<file path="config.mk">
export PLATFORM = sky130hd
export DESIGN_NAME = hash_crc_engine
export DESIGN_NICKNAME = d
export VERILOG_FILES = /design/src/rtl/hash_pkg.sv /design/src/rtl/crc_chunk_step.sv /design/src/rtl/hash_crc_engine.sv
export SDC_FILE = /design/constraint.sdc
export NUM_CORES = 1
export LEC_CHECK = 0
export ABC_AREA = 1
export BUFFER_PORTS_ARGS = -buffer_cell sky130_fd_sc_hd__buf_2
export CAP_MARGIN = 10
export CORE_UTILIZATION = 45
export DETAILED_ROUTE_END_ITERATION = 12
export PLACE_DENSITY = 0.76
export SYNTH_ARGS = -nofsm -noshare
export SYNTH_HDL_FRONTEND = slang
export SYNTH_SLANG_ARGS = --single-unit
</file>
<file path="constraint.sdc">
create_clock -name i_clk -period 4.3 [get_ports i_clk]
set_clock_uncertainty 0.1 [all_clocks]
set_input_delay 0.645 -clock i_clk [delete_from_list [all_inputs] [get_ports i_clk]]
set_output_delay 0.645 -clock i_clk [all_outputs]
set_load 0.01 [all_outputs]
</file>
<file path="src/rtl/hash_pkg.sv">
// Shared constants, state encoding and defaults for the CRC hash engine.
package hash_pkg;

    localparam int unsigned KEY_W_DEF   = 60;
    localparam int unsigned CHUNK_W_DEF = 20;
    localparam int unsigned HASH_W_DEF  = 15;
    localparam int unsigned TAG_W_DEF   = 4;

    // x^15 term implied; 1+x^2+x^3+x^4+x^7+x^8+x^9+x^11+x^13+x^15
    localparam logic [14:0] HASH_POLY_15 = 15'h2B9D;
    localparam logic [14:0] HASH_SEED_15 = 15'h7FFF;

    typedef enum logic [1:0] {
        IDLE = 2'd0,
        CALC = 2'd1,
        DONE = 2'd2
    } hash_state_e;

endpackage

</file>
<file path="src/rtl/crc_chunk_step.sv">
// Combinational fold of CHUNK_W data bits (MSB first) into a Galois CRC register.
module crc_chunk_step #(
    parameter int unsigned        CHUNK_W = 20,
    parameter int unsigned        HASH_W  = 15,
    parameter logic [HASH_W-1:0]  POLY    = HASH_W'(15'h2B9D)
) (
    input  logic [HASH_W-1:0]  crc_in,
    input  logic [CHUNK_W-1:0] data,
    output logic [HASH_W-1:0]  crc_out
);

    // Unrolled bit-serial LFSR: shift left, xor the polynomial when feedback is set.
    always_comb begin
        logic [HASH_W-1:0] c;
        logic              fb;
        c  = crc_in;
        fb = 1'b0;
        for (int i = int'(CHUNK_W) - 1; i >= 0; i--) begin
            fb = c[HASH_W-1] ^ data[i];
            c  = {c[HASH_W-2:0], 1'b0} ^ (fb ? POLY : '0);
        end
        crc_out = c;
    end

endmodule

</file>
<file path="src/rtl/hash_crc_engine.sv">
// Multi-cycle CRC hash engine: folds a key CHUNK_W bits per cycle, returns hash + tag.
module hash_crc_engine
    import hash_pkg::*;
#(
    parameter int unsigned       KEY_W   = KEY_W_DEF,
    parameter int unsigned       CHUNK_W = CHUNK_W_DEF,
    parameter int unsigned       HASH_W  = HASH_W_DEF,
    parameter logic [HASH_W-1:0] POLY    = HASH_W'(HASH_POLY_15),
    parameter logic [HASH_W-1:0] SEED    = HASH_W'(HASH_SEED_15),
    parameter int unsigned       TAG_W   = TAG_W_DEF
) (
    input  logic              i_clk,
    input  logic              i_rst_n,
    input  logic              i_flush,
    input  logic [KEY_W-1:0]  i_key,
    input  logic [TAG_W-1:0]  i_tag,
    input  logic              i_key_valid,
    output logic              o_key_ready,
    output logic [HASH_W-1:0] o_hash,
    output logic [TAG_W-1:0]  o_tag,
    output logic              o_hash_valid,
    input  logic              i_hash_ready
);

    localparam int unsigned NCHUNK = KEY_W / CHUNK_W;
    localparam int unsigned CNT_W  = $clog2(NCHUNK + 1);

    hash_state_e        state_q, state_d;
    logic [HASH_W-1:0]  crc_q, crc_d;
    logic [CNT_W-1:0]   cnt_q, cnt_d;
    logic [KEY_W-1:0]   key_q, key_d;
    logic [TAG_W-1:0]   tag_q, tag_d;
    logic [HASH_W-1:0]  hash_q, hash_d;
    logic [TAG_W-1:0]   otag_q, otag_d;
    logic               valid_q, valid_d;
    logic               ready_q, ready_d;

    logic [HASH_W-1:0]  step_crc_in;
    logic [CHUNK_W-1:0] step_data;
    logic [HASH_W-1:0]  step_crc_out;

    crc_chunk_step #(
        .CHUNK_W (CHUNK_W),
        .HASH_W  (HASH_W),
        .POLY    (POLY)
    ) u_step (
        .crc_in  (step_crc_in),
        .data    (step_data),
        .crc_out (step_crc_out)
    );

    // State, datapath and output registers.
    always_ff @(posedge i_clk or negedge i_rst_n) begin
        if (!i_rst_n) begin
            state_q <= IDLE;
            crc_q   <= SEED;
            cnt_q   <= '0;
            key_q   <= '0;
            tag_q   <= '0;
            hash_q  <= SEED;
            otag_q  <= '0;
            valid_q <= 1'b0;
            ready_q <= 1'b0;
        end else begin
            state_q <= state_d;
            crc_q   <= crc_d;
            cnt_q   <= cnt_d;
            key_q   <= key_d;
            tag_q   <= tag_d;
            hash_q  <= hash_d;
            otag_q  <= otag_d;
            valid_q <= valid_d;
            ready_q <= ready_d;
        end
    end

    // Next-state and datapath: first chunk comes straight from i_key, the rest from the shift register.
    always_comb begin
        state_d     = state_q;
        crc_d       = crc_q;
        cnt_d       = cnt_q;
        key_d       = key_q;
        tag_d       = tag_q;
        hash_d      = hash_q;
        otag_d      = otag_q;
        step_crc_in = crc_q;
        step_data   = key_q[KEY_W-1 -: CHUNK_W];

        case (state_q)
            IDLE: begin
                step_crc_in = SEED;
                step_data   = i_key[KEY_W-1 -: CHUNK_W];
                if (i_key_valid) begin
                    crc_d = step_crc_out;
                    cnt_d = CNT_W'(1);
                    key_d = i_key << CHUNK_W;
                    tag_d = i_tag;
                    if (NCHUNK == 1) begin
                        state_d = DONE;
                        hash_d  = step_crc_out;
                        otag_d  = i_tag;
                    end else begin
                        state_d = CALC;
                    end
                end
            end
            CALC: begin
                crc_d = step_crc_out;
                cnt_d = cnt_q + CNT_W'(1);
                key_d = key_q << CHUNK_W;
                if (cnt_q == CNT_W'(NCHUNK - 1)) begin
                    state_d = DONE;
                    hash_d  = step_crc_out;
                    otag_d  = tag_q;
                end
            end
            DONE: begin
                if (i_hash_ready) begin
                    state_d = IDLE;
                end
            end
            default: state_d = IDLE;
        endcase

        // Flush wins: return to IDLE without accepting a key or publishing a result.
        if (i_flush) begin
            state_d = IDLE;
            crc_d   = crc_q;
            cnt_d   = cnt_q;
            key_d   = key_q;
            tag_d   = tag_q;
            hash_d  = hash_q;
            otag_d  = otag_q;
        end

        valid_d = (state_d == DONE);
        ready_d = (state_d == IDLE);
    end

    assign o_key_ready  = ready_q;
    assign o_hash_valid = valid_q;
    assign o_hash       = hash_q;
    assign o_tag        = otag_q;

endmodule

</file>
==> impl_metrics.tcl, run 1 <==
set metrics [dict create \
    status "completed" \
    postSynth.asyncResetShare_pct 100.0 \
    routedWlPerCell_um 13.61 \
    maxCapViolations 0 \
    synth_cells 902 \
    r2r_slack_ns 0.43 \
    syn-num-nets 972 \
    start_util_pct 46.40 \
    cp_slowest_cell "dfrtp_1" \
    syn_area_sq_mm 0.006193 \
    holdBufCountCts 0 \
    clk_path_buf_depth 2 \
    critical_path.max_stage_delay_ns 0.46 \
    setup_violations 0 \
    r2r_cells 31 \
    io_buffers 89 \
    first_global_vias 5535 \
    ys_warn_count 0 \
    ioPinCount 90 \
    drive_gt1_share_pct 26.09 \
    root_buffer "clkbuf_16" \
    worstPathMaxFanout 21 \
    first_pass_iters 6 \
    rr_startpoint "state_q[1]" \
    yosysSeqAreaShare_pct 34.55 \
    grt_pass1_wl_um 26270 \
    hold_viol 0 \
    critPathKind "reg2reg" \
    crit_family "simple AND/OR/NAND/NOR gates" \
    path_clk_slew_ns 0.06 \
    final_antenna_net_count 0 \
    die-area_sq_mm 0.01424 \
    rsz0062_at_grt "false" \
    cp-end-kind "flip-flop" \
    dp_hpwl_um 11970 \
    synth_edf_count 0 \
    reg2reg_to "crc_q[5]" \
    worstMarginPinSlew_ns 1.104 \
    nets 1054 \
    slew_headroom_pct 25.95 \
    setup_tns_ns 0 \
    die_y_um 119.3 \
    syn_to_final_growth_pct 15.70 \
    n_antenna_cell 0 \
    ys_ff_latch 84 \
    cp.arrival_ns 4.04 \
    max_freq_mhz 258.7 \
    dominantRegCellSynth "dfrtp_1" \
    gp_congestion 0.9644 \
    cts_buffers 9 \
    grt_usage_pct 23.23 \
    cp.depth 31 \
    die_w_um 119.3 \
    syn_avg_cell_area_sq_um 6.866 \
    worst_ep_required_time_ns 4.48 \
    cpMostUsedCell "nand2_1" \
    vias 5977 \
    startpoint_type "flip-flop" \
    vias_per_cell 5.130 \
    coreArea_sq_mm 0.01335 \
    rows 42 \
    drc 0 \
    clk-insertion-delay-late_ns 0.34 \
    period_share_pct 89.89 \
    cts_tree "built" \
    ys_types 37 \
    ctsHtreeMaxLevel 3 \
    drt_iter0_markers 397 \
    cts_sinks 84 \
    drt-total-wl_um 15860 \
    antenna_found_initial 0 \
    overflow 0 \
    grt_max_degree 68 \
    holdCritPathClass "in2async" \
    fin_crit_ns 3.865 \
    crit_buf_inv 4 \
    drv_slew 0 \
]
[cell usage after synthesis (2+ instances only)]
cell	n	share of area (%)
nand3_1	100	8.1
o21ai_0	67	5.4
xor2_1	37	5.2
buf_6	2	0.36
xnor2_1	2	0.28
o21ai_1	7	0.57
nor2_1	33	2.0
dfstp_2	30	13
inv_2	24	1.5
a21oi_1	14	1.1
inv_1	74	4.5
xor2_2	4	1.1
nand2_1	314	19
dfrtp_1	54	22
nand3b_1	6	0.73
o41ai_1	2	0.28
nand2_4	12	2.2
o22ai_1	15	1.5
nand4_1	2	0.20
or2_2	2	0.20
buf_1	2	0.12
o21ai_2	4	0.57
clkbuf_1	21	1.3
nand2_2	40	4.0
nor2_2	2	0.20
buf_2	2	0.16
nand3_2	20	3.2
[kinds of logic after synthesis]
kind of cell,share of synthesized area (%)
AO/OA/AOI/OAI,9.737
XOR/XNOR,6.566
adder cells (fa/ha/maj),0.2020
buffers and inverters,7.919
flip-flops,34.55
multiplexers,0.3434
AND/OR/NAND/NOR,40.69
[how the worst max path moves through the flow]
stage	end	from	slack, ns
floorplan	crc_q[8]	i_key[59]	1.07
global placement	o_hash[3]	state_q[0]	0.39
detailed placement	o_hash[3]	state_q[0]	0.36
CTS	o_hash[3]	state_q[0]	0.33
global route	o_hash[7]	state_q[1]	0.02
finish	crc_q[5]	state_q[1]	0.43
[worst register-to-register path: cells and delay by family (launching register included)]
family,cells,cell delay [ns]
xor+xnor,1,0.18
buf+inv,4,0.38
flops,1,0.46
simple gates,26,2.68
[stage by stage]
stage	util (%)	std cells	setup slack, ns	instance area [sq um]	hold slack (ns)
after CTS	53.28	1162	0.3317	7112	0.2641
final	53.68	1165	0.4348	7166	0.2537
after global placement	51.03	1146	0.3889	6812	0.3528
after global routing	53.68	1165	0.01798	7166	0.2834
after floorplan	-	902	1.068	6193	0.2494
after detailed placement	51.03	1146	0.3632	6812	0.3577
[final cells by class]
type	instances	area (sq um)
clock buffers	10	229.0
repair buffers	98	545.5
fillers	1289	6182
flip-flops and latches	84	2141
well taps	176	220.2
clock inverters	6	71.32
inverters	99	371.6
multi-input cells	692	3587
[layout by cell type, fill, tap and decap left out, types with 2 or more instances in the layout]
cell,n
o21ai_0,66
nand2_1,314
clkinvlp_4,2
nand2_4,12
inv_6,2
buf_2,88
inv_1,74
or2_2,2
dfrtp_1,53
clkbuf_16,10
nand3_2,20
o41ai_1,2
xor2_1,36
xnor2_1,2
nand2_2,40
nand4_1,2
a21oi_1,14
o21ai_2,4
dfstp_2,30
nand3b_1,6
buf_4,8
nand3_1,100
nor2_1,33
o21ai_1,7
o22ai_1,15
xor2_2,5
inv_2,24
[registers in the layout (all words and copies together) (netlist names)]
name / flops
o_hash_valid: 1
key_q: 40
o_key_ready: 1
o_tag: 4
o_hash: 15
state_q: 2
tag_q: 4
cnt_q: 2
crc_q: 15
[metal layers]
metal,wire length [um],track usage (%)
met5,0,0
met4,672,11.02
met3,957,3.161
met2,7142,35.90
met1,7084,32.05
[timing repair]
| action | in CTS | in global routing |
|---|---|---|
| setup endpoints to repair | 0 | 19 |
| setup buffers | 0 | 2 |
| gates resized for setup | 0 | 3 |
Power of run 1 is left out: the tool's default activity adds up to more than one toggle a clock period on the data nets, which glitch-free logic cannot reach.
==> inputs of run 2 (changes only) <==
- CTS_BUF_LIST: not set -> sky130_fd_sc_hd__clkbuf_8
- PLACE_DENSITY: 0.76 -> 0.69
- clock period: 4.3 -> 4.6 ns (I/O delays scaled with it)
==> run 2 against run 1 <==
Compared with the run above:
- via count fell by 2.1%
- flip-flop and latch count did not move
- die area stayed put
- hold slack gained 0.12 ns
- sequential share of layout area is 0.62 points higher
- design area is 2.1% lower
- final cell count hardly changed
- non-clock buffer count is 1 lower
- core utilization shrank 1.1 points
- worst setup slack improved by 0.075 ns
- global-route usage decreased by 0.76 points
==> impl_metrics.tcl, run 2 (same netlist as run 1, synthesis figures left out) <==
set metrics [dict create \
    fillers 1357 \
    syn_to_final_growth_pct 13.29 \
    vias 5849 \
    hp-start "o_hash[14]" \
    drt-total-wl_um 15180 \
    maxCapViolations 0 \
    cp.arrival_ns 4.30 \
    seq_area_sq_mm 0.002140 \
    most-common-layout-cells "314 x nand2_1, 100 x nand3_1, 88 x buf_2, 74 x inv_1, 66 x o21ai_0" \
    overflow 0 \
    startpoint_type "flip-flop" \
    place_area_sq_mm 0.006807 \
    n_antenna_cell 0 \
    drt_iter0_markers 390 \
    worstMarginPinSlew_ns 1.007 \
    status "completed" \
    clk_path_buf_depth 2 \
    path_clk_slew_ns 0.08 \
    holdCritPathClass "reg2reg" \
    routedWlPerCell_um 13.04 \
    io_buffers 89 \
    rr_startpoint "state_q[0]" \
    critical_path.max_stage_delay_ns 0.49 \
    vias_per_cell 5.025 \
    worst_ep_required_time_ns 4.81 \
    setup_violations 0 \
    antenna_found_initial 0 \
    final_antenna_net_count 0 \
    grt_max_degree 85 \
    grt_usage_pct 22.47 \
    layout_commonest_cell "nand2_1" \
    critPathKind "reg2reg" \
    period_share_pct 88.93 \
    dp_hpwl_um 11860 \
    first_pass_iters 5 \
    start_util_pct 46.40 \
    drive_gt1_share_pct 25.71 \
    cp_slowest_cell "dfrtp_1" \
    rsz0062_at_grt "false" \
    drv_slew 0 \
    max_freq_mhz 244.5 \
    ctsHtreeMaxLevel 3 \
    holdBufCountCts 0 \
    multiInputGateArea_sq_mm 0.003575 \
    die_y_um 119.3 \
    holdPathStages 2 \
    die_w_um 119.3 \
    largest_reg_flops 40 \
    reg2reg_to "crc_q[7]" \
    fin_crit_ns 4.091 \
    hold_end "o_hash[14]" \
    r2r_slack_ns 0.51 \
    cts_tree "built" \
    nets 1053 \
    ctsResizeCount 0 \
    root_buffer "clkbuf_8" \
    fin_area_sq_mm 0.007017 \
    drc 0 \
    cpMostUsedCell "nand2_1" \
    first_global_vias 5356 \
    cts_buffers 9 \
    coreArea_sq_mm 0.01335 \
    worstPathMaxFanout 20 \
    r2r_cells 27 \
    slew_headroom_pct 32.87 \
    clk-insertion-delay-late_ns 0.36 \
    cts_sinks 84 \
    cp-end-kind "flip-flop" \
    grt_pass1_wl_um 25400 \
    hold_viol 0 \
    largest_register "key_q" \
    die-area_sq_mm 0.01424 \
    cts_setup_buffers 0 \
    rows 42 \
    gp_congestion 0.9682 \
    setup_tns_ns 0 \
    ioPinCount 90 \
]
==> run 2: cell count changes in the layout (fill, tap and decap cells not counted), sizes merged <==
cell	previous run	this run
inv	100	99
clkbuf	11	9
clkinv	2	4
==> run 2: how the worst max path moves through the flow <==
stage / start / to / slack, ns / cells after the start
after floorplan: i_key[59] / crc_q[8] / 1.32 / 28
after global placement: state_q[0] / crc_q[7] / 0.49 / 27
after detailed placement: state_q[0] / crc_q[7] / 0.53 / 27
after CTS: state_q[0] / crc_q[7] / 0.49 / 27
after global routing: state_q[0] / o_hash[8] / 0.09 / 31
final: state_q[0] / crc_q[7] / 0.51 / 27
==> run 2: per-layer routing <==
layer / GRT usage (%) / wire length (um) / part of all wire (%) / up-vias
li1: - / - / - / 3035
met1: 31.24 / 7296 / 48 / 2667
met2: 36.59 / 7038 / 46 / 129
met3: 2.969 / 580 / 3.8 / 18
met4: 6.172 / 261 / 1.7 / 0
met5: 0 / 0 / 0 / -
==> run 2: through the flow <==
step           hold slack (ns)  instances  worst slack, ns  util [%]
2_1_floorplan           0.2944        902            1.323         -
3_3_place_gp            0.3560       1147           0.4930     50.99
3_5_place_dp            0.3553       1147           0.5272     50.99
5_1_grt                 0.3886       1164          0.08661     52.57
6_report                0.3692       1164           0.5094     52.57
4_1_cts                 0.3704       1163           0.4867     52.42
==> run 2: cell type report <==
cell class                 instances  area share [%]
multi-input combinational        692           50.95
sequential                        84           30.49
timing repair buffer              97           7.418
inverter                          99           5.296
tap                              176           3.138
clock buffer                       9           1.765
clock inverter                     7          0.9451
==> run 2: critical path, delay by kind of cell (launching register included) <==
| kind | cells | cell delay [ns] |
|---|---|---|
| AND/OR/NAND/NOR | 24 | 2.82 |
| flip-flops | 1 | 0.49 |
| buffers and inverters | 2 | 0.36 |
| XOR/XNOR | 1 | 0.24 |
Power of run 2 is left out for the same reason.
